<file path="src/rtl/pipeline_window_sequencer.sv">
// Sequencer for the denoise/merge sliding window: drives stage_en, tracks the centre pixel and drains the window at end of frame.
// Optional frame counter enabled by defining PIPE_SEQ_FRAME_COUNT_EN.
module pipeline_window_sequencer #(
    parameter int WIDTH  = 640,
    parameter int HEIGHT = 480,
    parameter int RADIUS = 5,
    parameter int CW     = 13,
    parameter int PW     = 20
) (
    input  logic          clk,
    input  logic          reset_n,
    input  logic          in_valid,
    output logic          stage_en,
    output logic          out_valid,
    output logic [CW-1:0] out_row,
    output logic [CW-1:0] out_col,
    output logic          out_border,
    output logic          frame_done,
    output logic          busy,
    output logic          err_overlap,
    output logic [15:0]   frame_count
);

    localparam int D = RADIUS * WIDTH + RADIUS;

    localparam logic [PW-1:0] D_P      = PW'(D);
    localparam logic [PW-1:0] FIRST_P  = PW'(D + 1);
    localparam logic [PW-1:0] LAST_IDX = PW'(WIDTH * HEIGHT - 1);

    localparam logic [CW-1:0] COL_MAX = CW'(WIDTH - 1);
    localparam logic [CW-1:0] ROW_MAX = CW'(HEIGHT - 1);
    localparam logic [CW-1:0] RAD_C   = CW'(RADIUS);
    localparam logic [CW-1:0] COL_HI  = CW'(WIDTH - 1 - RADIUS);
    localparam logic [CW-1:0] ROW_HI  = CW'(HEIGHT - 1 - RADIUS);

    typedef enum logic [1:0] {IDLE, PRIME, RUN, DRAIN} state_t;

    state_t        state;
    logic [PW-1:0] p;
    logic [PW-1:0] idx;
    logic [PW-1:0] dc;

    logic          drain_active;
    logic          overlap;
    logic [PW-1:0] p_next;
    logic          centre_ok;
    logic [CW-1:0] nrow;
    logic [CW-1:0] ncol;

    function automatic logic is_border(input logic [CW-1:0] row, input logic [CW-1:0] col);
        return (row < RAD_C) || (row > ROW_HI) || (col < RAD_C) || (col > COL_HI);
    endfunction

    assign drain_active = (state == DRAIN) && (dc < D_P);
    assign overlap      = (state == DRAIN) && in_valid;
    assign p_next       = p + 1'b1;
    assign centre_ok    = (p_next >= FIRST_P);
    assign busy         = (state != IDLE);

    // A new pixel arriving during drain is pushed too, since it starts the next frame.
    always_comb begin
        stage_en = in_valid;
        if (state == DRAIN) begin
            stage_en = drain_active || in_valid;
        end
    end

    // First valid centre of a frame is always (0,0); later ones advance in raster order.
    always_comb begin
        nrow = out_row;
        ncol = out_col;
        if (p_next == FIRST_P) begin
            nrow = '0;
            ncol = '0;
        end else if (out_col >= COL_MAX) begin
            ncol = '0;
            nrow = (out_row >= ROW_MAX) ? '0 : out_row + 1'b1;
        end else begin
            ncol = out_col + 1'b1;
        end
    end

    always_ff @(posedge clk) begin
        if (!reset_n) begin
            state       <= IDLE;
            p           <= '0;
            idx         <= '0;
            dc          <= '0;
            out_valid   <= 1'b0;
            out_row     <= '0;
            out_col     <= '0;
            out_border  <= 1'b0;
            frame_done  <= 1'b0;
            err_overlap <= 1'b0;
        end else begin
            frame_done <= 1'b0;
            out_valid  <= 1'b0;
            if (overlap) begin
                // Abandon the drain; this pixel becomes index 0 of a fresh frame.
                err_overlap <= 1'b1;
                state       <= PRIME;
                p           <= PW'(1);
                idx         <= PW'(1);
                dc          <= '0;
                out_row     <= '0;
                out_col     <= '0;
            end else begin
                if (stage_en) begin
                    p <= p_next;
                    if (centre_ok) begin
                        out_valid  <= 1'b1;
                        out_row    <= nrow;
                        out_col    <= ncol;
                        out_border <= is_border(nrow, ncol);
                    end
                end
                case (state)
                    IDLE: begin
                        if (in_valid) begin
                            state <= PRIME;
                            idx   <= PW'(1);
                        end
                    end
                    PRIME, RUN: begin
                        if (in_valid) begin
                            idx <= idx + 1'b1;
                            if (idx >= LAST_IDX) begin
                                state <= DRAIN;
                                dc    <= '0;
                            end else if (state == PRIME && centre_ok) begin
                                state <= RUN;
                            end
                        end
                    end
                    DRAIN: begin
                        if (drain_active) begin
                            dc <= dc + 1'b1;
                        end else begin
                            state      <= IDLE;
                            p          <= '0;
                            idx        <= '0;
                            dc         <= '0;
                            frame_done <= 1'b1;
                        end
                    end
                    default: state <= IDLE;
                endcase
            end
        end
    end

`ifdef PIPE_SEQ_FRAME_COUNT_EN
    logic [15:0] fcnt;

    always_ff @(posedge clk) begin
        if (!reset_n) begin
            fcnt <= '0;
        end else if (frame_done) begin
            fcnt <= fcnt + 1'b1;
        end
    end

    assign frame_count = fcnt;
`else
    assign frame_count = '0;
`endif

endmodule

</file>
<file path="config.mk">
export PLATFORM = sky130hd
export DESIGN_NAME = pipeline_window_sequencer
export DESIGN_NICKNAME = d
export VERILOG_FILES = /design/src/rtl/pipeline_window_sequencer.sv
export SDC_FILE = /design/constraint.sdc
export NUM_CORES = 1
export LEC_CHECK = 0
export CORE_MARGIN = 8
export CORE_UTILIZATION = 65
export CTS_BUF_LIST = sky130_fd_sc_hd__clkbuf_4
export CTS_CLUSTER_DIAMETER = 150
export DETAILED_ROUTE_END_ITERATION = 16
export HOLD_SLACK_MARGIN = 0.08
export PLACE_DENSITY = 0.95
export SYNTH_ARGS = -nofsm -noshare
export SYNTH_HDL_FRONTEND = slang
export SYNTH_SLANG_ARGS = --single-unit
</file>
<file path="constraint.sdc">
create_clock -name clk -period 5.7 [get_ports clk]
set_input_delay 0.855 -clock clk [delete_from_list [all_inputs] [get_ports clk]]
set_output_delay 0.855 -clock clk [all_outputs]
set_load 0.005 [all_outputs]
</file>
==> flow_summary.toml <==
[layout]
drive_above_1_share_pct = 5.29
final_cell_mix = "nor2_1 (93), dfxtp_1 (92), nand2_1 (64), nand3_1 (35), clkdlybuf4s50_1 (34)"
final_core_util_pct = 69.7
multiInputGateArea_sq_um = 3430
area_growth_pct = 5.59
nets = 728
seq_area_sq_um = 1840
final_common_cell = "nor2_1"
nFillCells = 691
fin_area_sq_um = 5960
antennaDiodeCount = 0

[die]
rows = 34
coreArea_sq_um = 8550
pin_count = 51
die_h_microns = 109
die_x_microns = 109
die_area_sq_um = 11900
start_util_pct = 66.0

[drt]
drt_iter0_drc = 391
wire_per_inst_microns = 15.7
dr.pass1.iters = 5
vias = 5101
viasPerCell = 6.17
wirelength_microns = 13000
ant_nets = 0
drc = 0

[sta]
worst_pin_slew_ps = 1240
rsz0062_at_grt = "false"
min_period_ps = 3790
finalHoldViolCount = 0
setup_ws_ps = 1910
drv_slew = 0
timing.fmax_mhz = 264
maxSlewHeadroom_pct = 16.6
fin_crit_sh_pct = 66.5
setup_violations = 0
tns_ps = 0
finClkSkew_ps = 24.0

[setup_path]
slowest_stage = "nor4_2"
cp.arrival_ps = 4130
end_kind = "register"
crit_type = "reg -> reg"
crit_chain = "ha_1 -> and3_1 -> nand4_1 -> nor3_1 -> o22ai_2 -> nor4_2 -> nor2_2 -> a21o_1 -> o311a_1"
cp_max_fo = 14
reg2regPathDepth = 9
cp-start-kind = "register"
cp.required_ps = 6040
cpPeakStageDelay_ps = 860

[clocking]
numCtsBuffers = 9
clock_insertion_delay_worst_skew_ps = 440
cts-resized-gates = 0
cts_hold_buf = 0
cts_max_level = 3
cts.sinks = 92
cts_setup_buffers = 0
cts_tree = "done"
cts.path.max_buffers = 2
clkSlewWorstSetupHoldPaths_ps = 150
cts-root-buf = "clkbuf_4"

[grt]
grt_pass1_wl_microns = 21500
grt.overflow.total = 0
grt_antenna_before_repair = 0
grt_pass1_vias = 4745
grtUsageTotal_pct = 21.9
grt_max_degree = 28

[logic_synthesis]
yosysWarningCount = 0
synthArstFlopShare_pct = 0
syn_avg_cell_area_sq_um = 7.93
synth-seq-area-share_pct = 32.7
synth_cell_types = 79
ys_ff_latch = 92
synth_area_sq_um = 5640
synthFlopType = "dfxtp_1"
synthCells = 711
synth_edf_count = 0

[placement]
place.gp.congestion = 0.977
io_buffers = 34
dp_slack_ps = 1980
dpl.hpwl_microns = 9360
placed_area_sq_um = 5840

[power_and_ir_drop]
p_leak_uw = 0.00217
power_density_nw_per_um2 = 175
vdd_ir_drop_max_uv = 126
power_uw = 1040

[run]
drv_cap = 0

[min_path]
hold_depth = 2
hold_class = "reg -> reg"

[run_status]
outcome = "complete, no violations"
kinds of logic (layout without fill, tap and decap cells):
| family | Yosys count | count (layout) | share of synthesized area, % |
|---|---|---|---|
| simple gates | 327 | 327 | 30.6 |
| compound gates | 140 | 140 | 17.4 |
| flops | 92 | 92 | 32.7 |
| buf+inv | 80 | 73 | 7.45 |
| xor+xnor | 55 | 55 | 8.54 |
| fa+ha+maj | 11 | 11 | 2.44 |
| mux | 5 | 5 | 0.910 |
| other cells | 1 | 16 | 0.0665 |
sequential cells by signal, indices dropped and copies added (netlist names), 2 cells and up:
name,flops
idx,20
out_col,13
dc,20
p,20
out_row,13
state,2
through the flow:
stage          cells  hold WS [ps]
2_1_floorplan    726           438
3_3_place_gp     811           451
3_5_place_dp     811           474
4_1_cts          827           493
5_1_grt          827           519
6_report         827           488
synth_stat cells, types with 11 or more instances:
cell type | number | share of area (%)
nor2_1 | 93 | 6.2
dfxtp_1 | 92 | 33
nand2_1 | 64 | 4.3
nand3_1 | 35 | 3.1
a21oi_1 | 30 | 2.7
xor2_1 | 30 | 4.7
xnor2_1 | 25 | 3.9
nor3_1 | 23 | 2.0
buf_4 | 22 | 2.9
inv_1 | 22 | 1.5
and3_1 | 20 | 2.2
clkbuf_1 | 20 | 1.3
nand4_1 | 17 | 1.9
a31oi_1 | 13 | 1.4
o21ai_0 | 13 | 1.2
o21ai_1 | 13 | 1.2
buf_2 | 12 | 1.1
ha_1 | 11 | 2.4
or3_1 | 11 | 1.2
critical path: cells and delay by family, from the launching register on:
family	cells	cell delay, ps
DFF	1	580
AOI/OAI and AO/OA	3	640
adders and majority gates	1	340
and+or+nand+nor	5	2110
report_power, final:
| group | switching [uW] | leakage, uW | total, uW | internal [uW] |
|---|---|---|---|---|
| registers | 13.7 | 0.000742 | 662 | 649 |
| logic | 41.8 | 0.00136 | 67.8 | 26.0 |
| clock network | 220 | 0.0000642 | 314 | 94.2 |
| total | 275 | 0.00217 | 1040 | 769 |
final cells by class:
type / instances / share of cell area [%]
Sequential cell: 92 / 30.9
Timing Repair Buffer: 35 / 5.84
Clock inverter: 6 / 0.651
Tap cell: 108 / 2.27
Multi-Input combinational cell: 554 / 57.7
Inverter: 22 / 1.39
Clock buffer: 10 / 1.26
final timing paths:
check / from / slack, ps / endpoint
worst min-delay path: out_row[12] / 490 / out_row[12]
worst max register to register: p[0] / 1910 / out_border
worst min register to register: out_row[12] / 490 / out_row[12]
worst max-delay path: p[0] / 1910 / out_border
layer usage:
metal | global-route usage, % | share of wire [%]
met5 | 0 | 0
met4 | 8.31 | 1.8
met3 | 4.26 | 6.7
met2 | 37.6 | 48
met1 | 26.3 | 43
Note: power is estimated with default switching activity, not from simulation.
